`src/rtl/csr_pkg.sv`:
```
// csr_pkg: shared CSR addresses, op/state enums, cause codes and mstatus layout
// for the machine-mode CSR unit.
package csr_pkg;
   localparam logic [11:0] CSR_MSTATUS       = 12'h300;
   localparam logic [11:0] CSR_MISA          = 12'h301;
   localparam logic [11:0] CSR_MIE           = 12'h304;
   localparam logic [11:0] CSR_MTVEC         = 12'h305;
   localparam logic [11:0] CSR_MCOUNTINHIBIT = 12'h320;
   localparam logic [11:0] CSR_MSCRATCH      = 12'h340;
   localparam logic [11:0] CSR_MEPC          = 12'h341;
   localparam logic [11:0] CSR_MCAUSE        = 12'h342;
   localparam logic [11:0] CSR_MTVAL         = 12'h343;
   localparam logic [11:0] CSR_MIP           = 12'h344;
   localparam logic [11:0] CSR_MCYCLE        = 12'hB00;
   localparam logic [11:0] CSR_MCYCLEH       = 12'hB80;
   localparam logic [31:0] MISA_VALUE        = 32'h4000_0100;
   localparam logic [31:0] MIE_MASK          = 32'h0000_0888;
   localparam int MSTATUS_MIE  = 3;
   localparam int MSTATUS_MPIE = 7;
   localparam logic [4:0] IRQ_SW    = 5'd3;
   localparam logic [4:0] IRQ_TIMER = 5'd7;
   localparam logic [4:0] IRQ_EXT   = 5'd11;
   typedef enum logic [1:0] {OP_NONE, OP_RW, OP_RS, OP_RC} csr_op_e;
   typedef enum logic [1:0] {ST_RUN, ST_PENDING, ST_REDIRECT} state_e;
   // Counter k sits at address offset 0 (mcycle), 2 (minstret), 3.. (hpm).
   function automatic logic [4:0] counter_offset(input int k);
      return (k == 0) ? 5'd0 : 5'(k + 1);
   endfunction
endpackage

```
`src/rtl/csr_counter.sv`:
```
// csr_counter: wrapping event counter with inhibit and independent 32-bit
// low/high write ports; a write takes precedence over the increment.
module csr_counter #(
   parameter int WIDTH = 64
) (
   input  logic        clock,
   input  logic        reset,
   input  logic        inc,
   input  logic        inhibit,
   input  logic        lo_we,
   input  logic        hi_we,
   input  logic [31:0] wdata,
   output logic [31:0] value_lo,
   output logic [31:0] value_hi
);
   logic [WIDTH-1:0] count, written;
   generate
      if (WIDTH > 32) begin : g_wide
         assign written  = {hi_we ? wdata : count[WIDTH-1:32], lo_we ? wdata : count[31:0]};
         assign value_hi = count[WIDTH-1:32];
      end else begin : g_narrow
         // No high half exists; the owner never raises hi_we here.
         assign written  = (lo_we | hi_we) ? wdata : count;
         assign value_hi = '0;
      end
   endgenerate
   assign value_lo = count[31:0];
   always_ff @(posedge clock) begin
      if (reset)
         count <= '0;
      else if (lo_we | hi_we)
         count <= written;
      else if (inc & ~inhibit)
         count <= count + WIDTH'(1);
   end
endmodule

```
`src/rtl/machine_csr_unit.sv`:
```
// machine_csr_unit: machine-mode CSR file with counters, interrupt/exception
// trap sequencing and MRET redirect.
module machine_csr_unit
   import csr_pkg::*;
#(
   parameter int COUNTER_WIDTH = 64,
   parameter int NUM_HPM       = 4,
   parameter int VECTORED_EN   = 1
) (
   input  logic               clock,
   input  logic               reset,
   input  logic [11:0]        csrAddr,
   input  logic [1:0]         csrOp,
   input  logic [31:0]        csrWdata,
   output logic [31:0]        csrRdata,
   output logic               csrIllegal,
   input  logic               retire,
   input  logic [NUM_HPM-1:0] hpmEvent,
   input  logic               swIrq,
   input  logic               timerIrq,
   input  logic               extIrq,
   input  logic               trapReq,
   input  logic [4:0]         trapCause,
   input  logic [31:0]        trapPC,
   input  logic [31:0]        trapVal,
   input  logic               wbValid,
   input  logic               mret,
   output logic               redirectValid,
   output logic [31:0]        redirectPC,
   output logic               irqPending
);
   localparam int NUM_CNT = NUM_HPM + 2;
   state_e state, state_next;
   csr_op_e op;
   logic mie_bit, mpie_bit;
   logic [31:0] mie_reg, mtvec, mcountinhibit, mscratch, mepc, mcause, mtval, mip;
   logic [31:0] redirect_pc_q, pend_pc, pend_val;
   logic [4:0] pend_cause;
   logic [31:0] mstatus, old, wr_data, irq_bits, commit_pc, commit_val, trap_target;
   logic [4:0] irq_code, commit_code;
   logic is_write, impl, read_only, csr_we, commit, commit_irq, take_mret, latch;
   logic [NUM_CNT-1:0] cnt_inc, cnt_lo_hit, cnt_hi_hit;
   logic [31:0] cnt_lo [NUM_CNT];
   logic [31:0] cnt_hi [NUM_CNT];
   assign op       = csr_op_e'(csrOp);
   assign mstatus  = {19'b0, 2'b11, 3'b0, mpie_bit, 3'b0, mie_bit, 3'b0};
   assign irq_bits = mip & mie_reg;
   assign irq_code = irq_bits[11] ? IRQ_EXT : irq_bits[3] ? IRQ_SW : IRQ_TIMER;
   assign irqPending    = mie_bit & |irq_bits;
   assign redirectValid = state == ST_REDIRECT;
   assign redirectPC    = redirect_pc_q;
   assign cnt_inc[0] = 1'b1;
   assign cnt_inc[1] = retire;
   generate
      if (NUM_HPM > 0) begin : g_hpm_inc
         assign cnt_inc[NUM_CNT-1:2] = hpmEvent;
      end
      for (genvar k = 0; k < NUM_CNT; k++) begin : g_cnt
         assign cnt_lo_hit[k] = csrAddr == CSR_MCYCLE + 12'(counter_offset(k));
         assign cnt_hi_hit[k] = (COUNTER_WIDTH == 64) && (csrAddr == CSR_MCYCLEH + 12'(counter_offset(k)));
         csr_counter #(.WIDTH(COUNTER_WIDTH)) u_counter (
            .clock    (clock),
            .reset    (reset),
            .inc      (cnt_inc[k]),
            .inhibit  (mcountinhibit[counter_offset(k)]),
            .lo_we    (csr_we & cnt_lo_hit[k]),
            .hi_we    (csr_we & cnt_hi_hit[k]),
            .wdata    (wr_data),
            .value_lo (cnt_lo[k]),
            .value_hi (cnt_hi[k])
         );
      end
   endgenerate
   always_comb begin
      old       = '0;
      impl      = 1'b1;
      read_only = 1'b0;
      case (csrAddr)
         CSR_MSTATUS:       old = mstatus;
         CSR_MISA:          begin old = MISA_VALUE; read_only = 1'b1; end
         CSR_MIE:           old = mie_reg;
         CSR_MTVEC:         old = mtvec;
         CSR_MCOUNTINHIBIT: old = mcountinhibit;
         CSR_MSCRATCH:      old = mscratch;
         CSR_MEPC:          old = mepc;
         CSR_MCAUSE:        old = mcause;
         CSR_MTVAL:         old = mtval;
         CSR_MIP:           begin old = mip; read_only = 1'b1; end
         default: begin
            impl = |{cnt_lo_hit, cnt_hi_hit};
            for (int k = 0; k < NUM_CNT; k++)
               old = cnt_lo_hit[k] ? cnt_lo[k] : cnt_hi_hit[k] ? cnt_hi[k] : old;
         end
      endcase
   end
   assign csrRdata   = old;
   assign is_write   = (op == OP_RW) | ((op == OP_RS | op == OP_RC) & |csrWdata);
   assign csrIllegal = ((op != OP_NONE) & ~impl) | (read_only & is_write);
   assign wr_data    = op == OP_RW ? csrWdata : op == OP_RS ? (old | csrWdata) : (old & ~csrWdata);
   assign csr_we     = is_write & impl & ~read_only & ~commit & ~take_mret;
   // Only interrupts are vectored; mtvec[0] is already forced low when vectoring is off.
   assign trap_target = {mtvec[31:2], 2'b00} + ((commit_irq & mtvec[0]) ? {25'b0, commit_code, 2'b00} : 32'h0);
   always_comb begin
      state_next  = state;
      commit      = 1'b0;
      commit_irq  = 1'b0;
      take_mret   = 1'b0;
      latch       = 1'b0;
      commit_code = trapCause;
      commit_pc   = trapPC;
      commit_val  = trapVal;
      case (state)
         ST_RUN: begin
            if (trapReq) begin
               commit     = wbValid;
               latch      = ~wbValid;
               state_next = wbValid ? ST_REDIRECT : ST_PENDING;
            end else if (irqPending & wbValid) begin
               commit      = 1'b1;
               commit_irq  = 1'b1;
               commit_code = irq_code;
               commit_val  = '0;
               state_next  = ST_REDIRECT;
            end else if (mret) begin
               take_mret  = 1'b1;
               state_next = ST_REDIRECT;
            end
         end
         ST_PENDING: begin
            commit      = wbValid;
            commit_code = pend_cause;
            commit_pc   = pend_pc;
            commit_val  = pend_val;
            state_next  = wbValid ? ST_REDIRECT : ST_PENDING;
         end
         default: state_next = ST_RUN;
      endcase
   end
   always_ff @(posedge clock) begin
      if (reset) begin
         state         <= ST_RUN;
         mie_bit       <= 1'b0;
         mpie_bit      <= 1'b0;
         mie_reg       <= '0;
         mtvec         <= '0;
         mcountinhibit <= '0;
         mscratch      <= '0;
         mepc          <= '0;
         mcause        <= '0;
         mtval         <= '0;
         mip           <= '0;
         redirect_pc_q <= '0;
         pend_cause    <= '0;
         pend_pc       <= '0;
         pend_val      <= '0;
      end else begin
         state <= state_next;
         mip   <= {20'b0, extIrq, 3'b0, timerIrq, 3'b0, swIrq, 3'b0};
         if (latch) begin
            pend_cause <= trapCause;
            pend_pc    <= trapPC;
            pend_val   <= trapVal;
         end
         if (commit) begin
            mepc          <= commit_pc;
            mcause        <= {commit_irq, 26'b0, commit_code};
            mtval         <= commit_val;
            mpie_bit      <= mie_bit;
            mie_bit       <= 1'b0;
            redirect_pc_q <= trap_target;
         end else if (take_mret) begin
            mie_bit       <= mpie_bit;
            mpie_bit      <= 1'b1;
            redirect_pc_q <= mepc;
         end else if (csr_we) begin
            case (csrAddr)
               CSR_MSTATUS: begin
                  mie_bit  <= wr_data[MSTATUS_MIE];
                  mpie_bit <= wr_data[MSTATUS_MPIE];
               end
               CSR_MIE:           mie_reg <= wr_data & MIE_MASK;
               CSR_MTVEC:         mtvec <= wr_data & {30'h3FFF_FFFF, 1'b0, VECTORED_EN != 0};
               CSR_MCOUNTINHIBIT: mcountinhibit <= wr_data & ~32'h2;
               CSR_MSCRATCH:      mscratch <= wr_data;
               CSR_MEPC:          mepc <= wr_data;
               CSR_MCAUSE:        mcause <= wr_data;
               CSR_MTVAL:         mtval <= wr_data;
               default: ;
            endcase
         end
      end
   end
endmodule

```
`config.mk`:
```
export PLATFORM = sky130hd
export DESIGN_NAME = machine_csr_unit
export DESIGN_NICKNAME = d
export VERILOG_FILES = /design/src/rtl/csr_pkg.sv /design/src/rtl/csr_counter.sv /design/src/rtl/machine_csr_unit.sv
export SDC_FILE = /design/constraint.sdc
export NUM_CORES = 2
export LEC_CHECK = 0
export CAP_MARGIN = 5
export CORE_UTILIZATION = 40
export DETAILED_ROUTE_END_ITERATION = 6
export PLACE_DENSITY = 0.61
export RECOVER_POWER = 50
export SLEW_MARGIN = 20
export SYNTH_ARGS = -nofsm -noshare
export SYNTH_HDL_FRONTEND = slang
export SYNTH_HIERARCHICAL = 1
export SYNTH_SLANG_ARGS = --single-unit
```
`constraint.sdc`:
```
create_clock -name clock -period 5.9 [get_ports clock]
set_clock_uncertainty 0.1 [all_clocks]
set_input_delay 1.18 -clock clock [delete_from_list [all_inputs] [get_ports clock]]
set_output_delay 1.18 -clock clock [all_outputs]
set_load 0.05 [all_outputs]
```
==> results.sh <==
export IMPL_critPathMaxFanout=41
export IMPL_largest_register="g_cnt.u_counter/count"
export IMPL_numCtsBuffers=84
export IMPL_cp_common_cell="buf_4"
export IMPL_slew_viol_final=304
export IMPL_final_nets=7125
export IMPL_final_cell_mix="nand2_1, dfxtp_1, nor2_1"
export IMPL_yosysWarnings=6
export IMPL_gp_congestion=1.122
export IMPL_async_flop_share_pct=0
export IMPL_vias=62450
export IMPL_startpoint_type="input port"
export IMPL_synth_cell_type_count=128
export IMPL_worst_pin_slew_ns=3.424
export IMPL_wire_per_inst_um=37.05
export IMPL_cellLeakagePower_nw=19.61
export IMPL_path_clk_slew_ns=0.06
export IMPL_syn_inst=6649
export IMPL_grt_overflow=0
export IMPL_insertion_delay_ns=0.75
export IMPL_endpoint="csrRdata[29]"
export IMPL_htree_levels=3
export IMPL_io_buffers=194
export IMPL_coreArea_sq_mm=0.1220
export IMPL_place_area_sq_mm=0.05640
export IMPL_drive_gt1_share_pct=14.43
export IMPL_die_area_sq_mm=0.1248
export IMPL_cpPeakStageDelay_ns=0.69
export IMPL_setup_violations=0
export IMPL_rows=128
export IMPL_antenna_found_initial=39
export IMPL_r2r_start="mip[7]"
export IMPL_synth_top_area_cell="dfxtp_1"
export IMPL_synth_sequential_area_ratio_pct=27.78
export IMPL_avgSynthCellArea_sq_um=7.425
export IMPL_synth_area_sq_mm=0.04937
export IMPL_start_util_pct=40.45
export IMPL_synth_area_leaders="dfxtp_1, nand2_1, a21oi_1, nor2_1, nand3_1"
export IMPL_yosysTopAreaCellShare_pct=27.78
export IMPL_clock_fmax_ghz=0.1703
export IMPL_cts_tree="built"
export IMPL_cts_root_buf="clkbuf_16"
export IMPL_chipHeight_um=353.3
export IMPL_synth_edf_count=0
export IMPL_critPathLaunch="csrAddr[6]"
export IMPL_power_density_mw_per_mm2=212.2
export IMPL_totalWireLength_um=322900
export IMPL_cap_violations=6
export IMPL_area_growth_synth_to_final_pct=19.99
export IMPL_crit_type="in2out"
export IMPL_rsz0062_at_grt="no"
export IMPL_cts_hold_buffers=0
export IMPL_drtAntennaViolNets=0
export IMPL_cts_path_max_buffers=3
export IMPL_ios=195
export IMPL_post_cts_buffers=0
export IMPL_timing_rr_end="g_cnt[4].u_counter/count[34]"
export IMPL_slew_headroom_pct=-128.2
export IMPL_status="complete, but fails checks"
export IMPL_cts_sinks=685
export IMPL_drtIter0Drc=10550
export IMPL_grt_max_degree=130
export IMPL_synth_seq_cells=685
export IMPL_worst_hold_slack_ns=0.3516
export IMPL_ir_drop_mv=0.2390
export IMPL_layout_commonest_cell="nand2_1"
export IMPL_finalHoldViolCount=0
export IMPL_failed_checks="design-rule violations, max-capacitance violations, max-slew violations"
export IMPL_hp_start="pend_pc[25]"
export IMPL_arrival_ns=4.59
export IMPL_min_period_ns=5.873
export IMPL_hp_class="reg2reg"
export IMPL_fin_area_sq_mm=0.05924
export IMPL_largest_reg_flops=384
export IMPL_detailed_place_hpwl_um=242000
export IMPL_synth_main_ff_cell="dfxtp_1"
export IMPL_worstPathCellList="clkdlybuf4s50_1 -> buf_4 -> nor4b_4 -> buf_4 -> a22o_1 -> a21boi_4 -> buf_12 -> a2111oi_1 -> a31oi_1 -> buf_4 -> buf_12"
export IMPL_min_period_over_period_pct=99.55
export IMPL_grt_pass1_vias=56060
export IMPL_end_kind="primary output"
export IMPL_drtPass1Iterations=7
export IMPL_reg2regPathDepth=12
export IMPL_required_ns=4.62
export IMPL_die_x_um=353.3
export IMPL_viasPerCell=7.167
export IMPL_grt_use_total_pct=49.48
export IMPL_r2r_slack_ns=0.97
export IMPL_grt_pass1_wl_um=445200
export IMPL_slowest_stage="clkdlybuf4s50_1"
export IMPL_drc=3
==> cells by family (layout without fill, tap and decap cells) <==
family,after synthesis,in the layout,synth area share (%)
compound gates,2048,2048,28.43
xor+xnor,89,89,1.579
simple gates,3043,3043,33.15
fa+ha+maj,12,12,0.3193
other cells,2,42,0.01521
buf+inv,635,1035,5.817
mux,135,135,2.915
flops,685,685,27.78
==> where the power goes <==
group	switching [mW]	internal, mW
logic	1.28	0.534
clock network	2.45	3.46
registers	0.140	4.71
total	3.87	8.70
==> worst min path at each step <==
stage	depth (start not counted)	to	slack, ns
after global placement	2	pend_pc[6]	0.34
after detailed placement	2	pend_pc[6]	0.35
final	2	pend_pc[25]	0.35
after CTS	2	pend_pc[6]	0.35
after global routing	2	pend_pc[20]	0.37
after floorplan	2	mtval[10]	0.33
==> Yosys cell counts, drive strengths merged, types with 41 or more instances <==
library cell	number
a211oi	98
a21o	43
a21oi	426
a22oi	216
a31oi	134
and3	115
and4	64
buf	203
clkbuf	311
dfxtp	685
inv	105
mux2	50
mux2i	83
nand2	831
nand2b	48
nand3	375
nand4	276
nor2	540
nor3	185
nor4	161
o211ai	205
o21ai	292
o22ai	154
o311ai	43
or3	95
or4	106
xnor2	48
xor2	41
==> worst max-delay path, delay by kind of cell <==
family                 cells  cell delay, ns
AOI/OAI and AO/OA          4            1.19
buffers and inverters      6            1.80
and+or+nand+nor            1            0.34
==> routing by layer <==
layer / vias to the layer above / track usage [%] / routed length (um)
met1: 30070 / 61.42 / 120900
met5: - / 0 / 242
met2: 4801 / 70.58 / 131100
li1: 26330 / - / -
met3: 1215 / 13.25 / 37770
met4: 36 / 42.55 / 32890
==> layout make-up <==
| class | count | area, sq um |
|---|---|---|
| fill | 12310 | 62800 |
| multi-input combinational | 5334 | 32870 |
| sequential | 685 | 13710 |
| timing repair buffer | 769 | 7038 |
| clock buffer | 111 | 2355 |
| tap | 1625 | 2033 |
| clock inverter | 44 | 716.9 |
| inverter | 111 | 417.9 |
| antenna | 35 | 87.58 |
==> metrics by stage <==
stage,cells,util (%),TNS [ns],setup slack [ns],total power [mW]
6_report,8714,48.54,0,0.02661,12.57
5_1_grt,8687,48.48,0,0.01215,12.76
4_1_cts,8679,48.74,0,0.05193,12.49
3_5_place_dp,8524,46.22,-0.02134,-0.02134,6.654
3_3_place_gp,8524,46.21,-0.07030,-0.05231,6.649
2_1_floorplan,6654,-,0,0.7815,5.629
==> repair_timing <==
action | 4_1_cts | 5_1_grt
endpoints found under the setup margin | 1 | 1
pin swaps | 0 | 0
gates resized for setup | 1 | 1
Power figures use the tool's default switching activity.
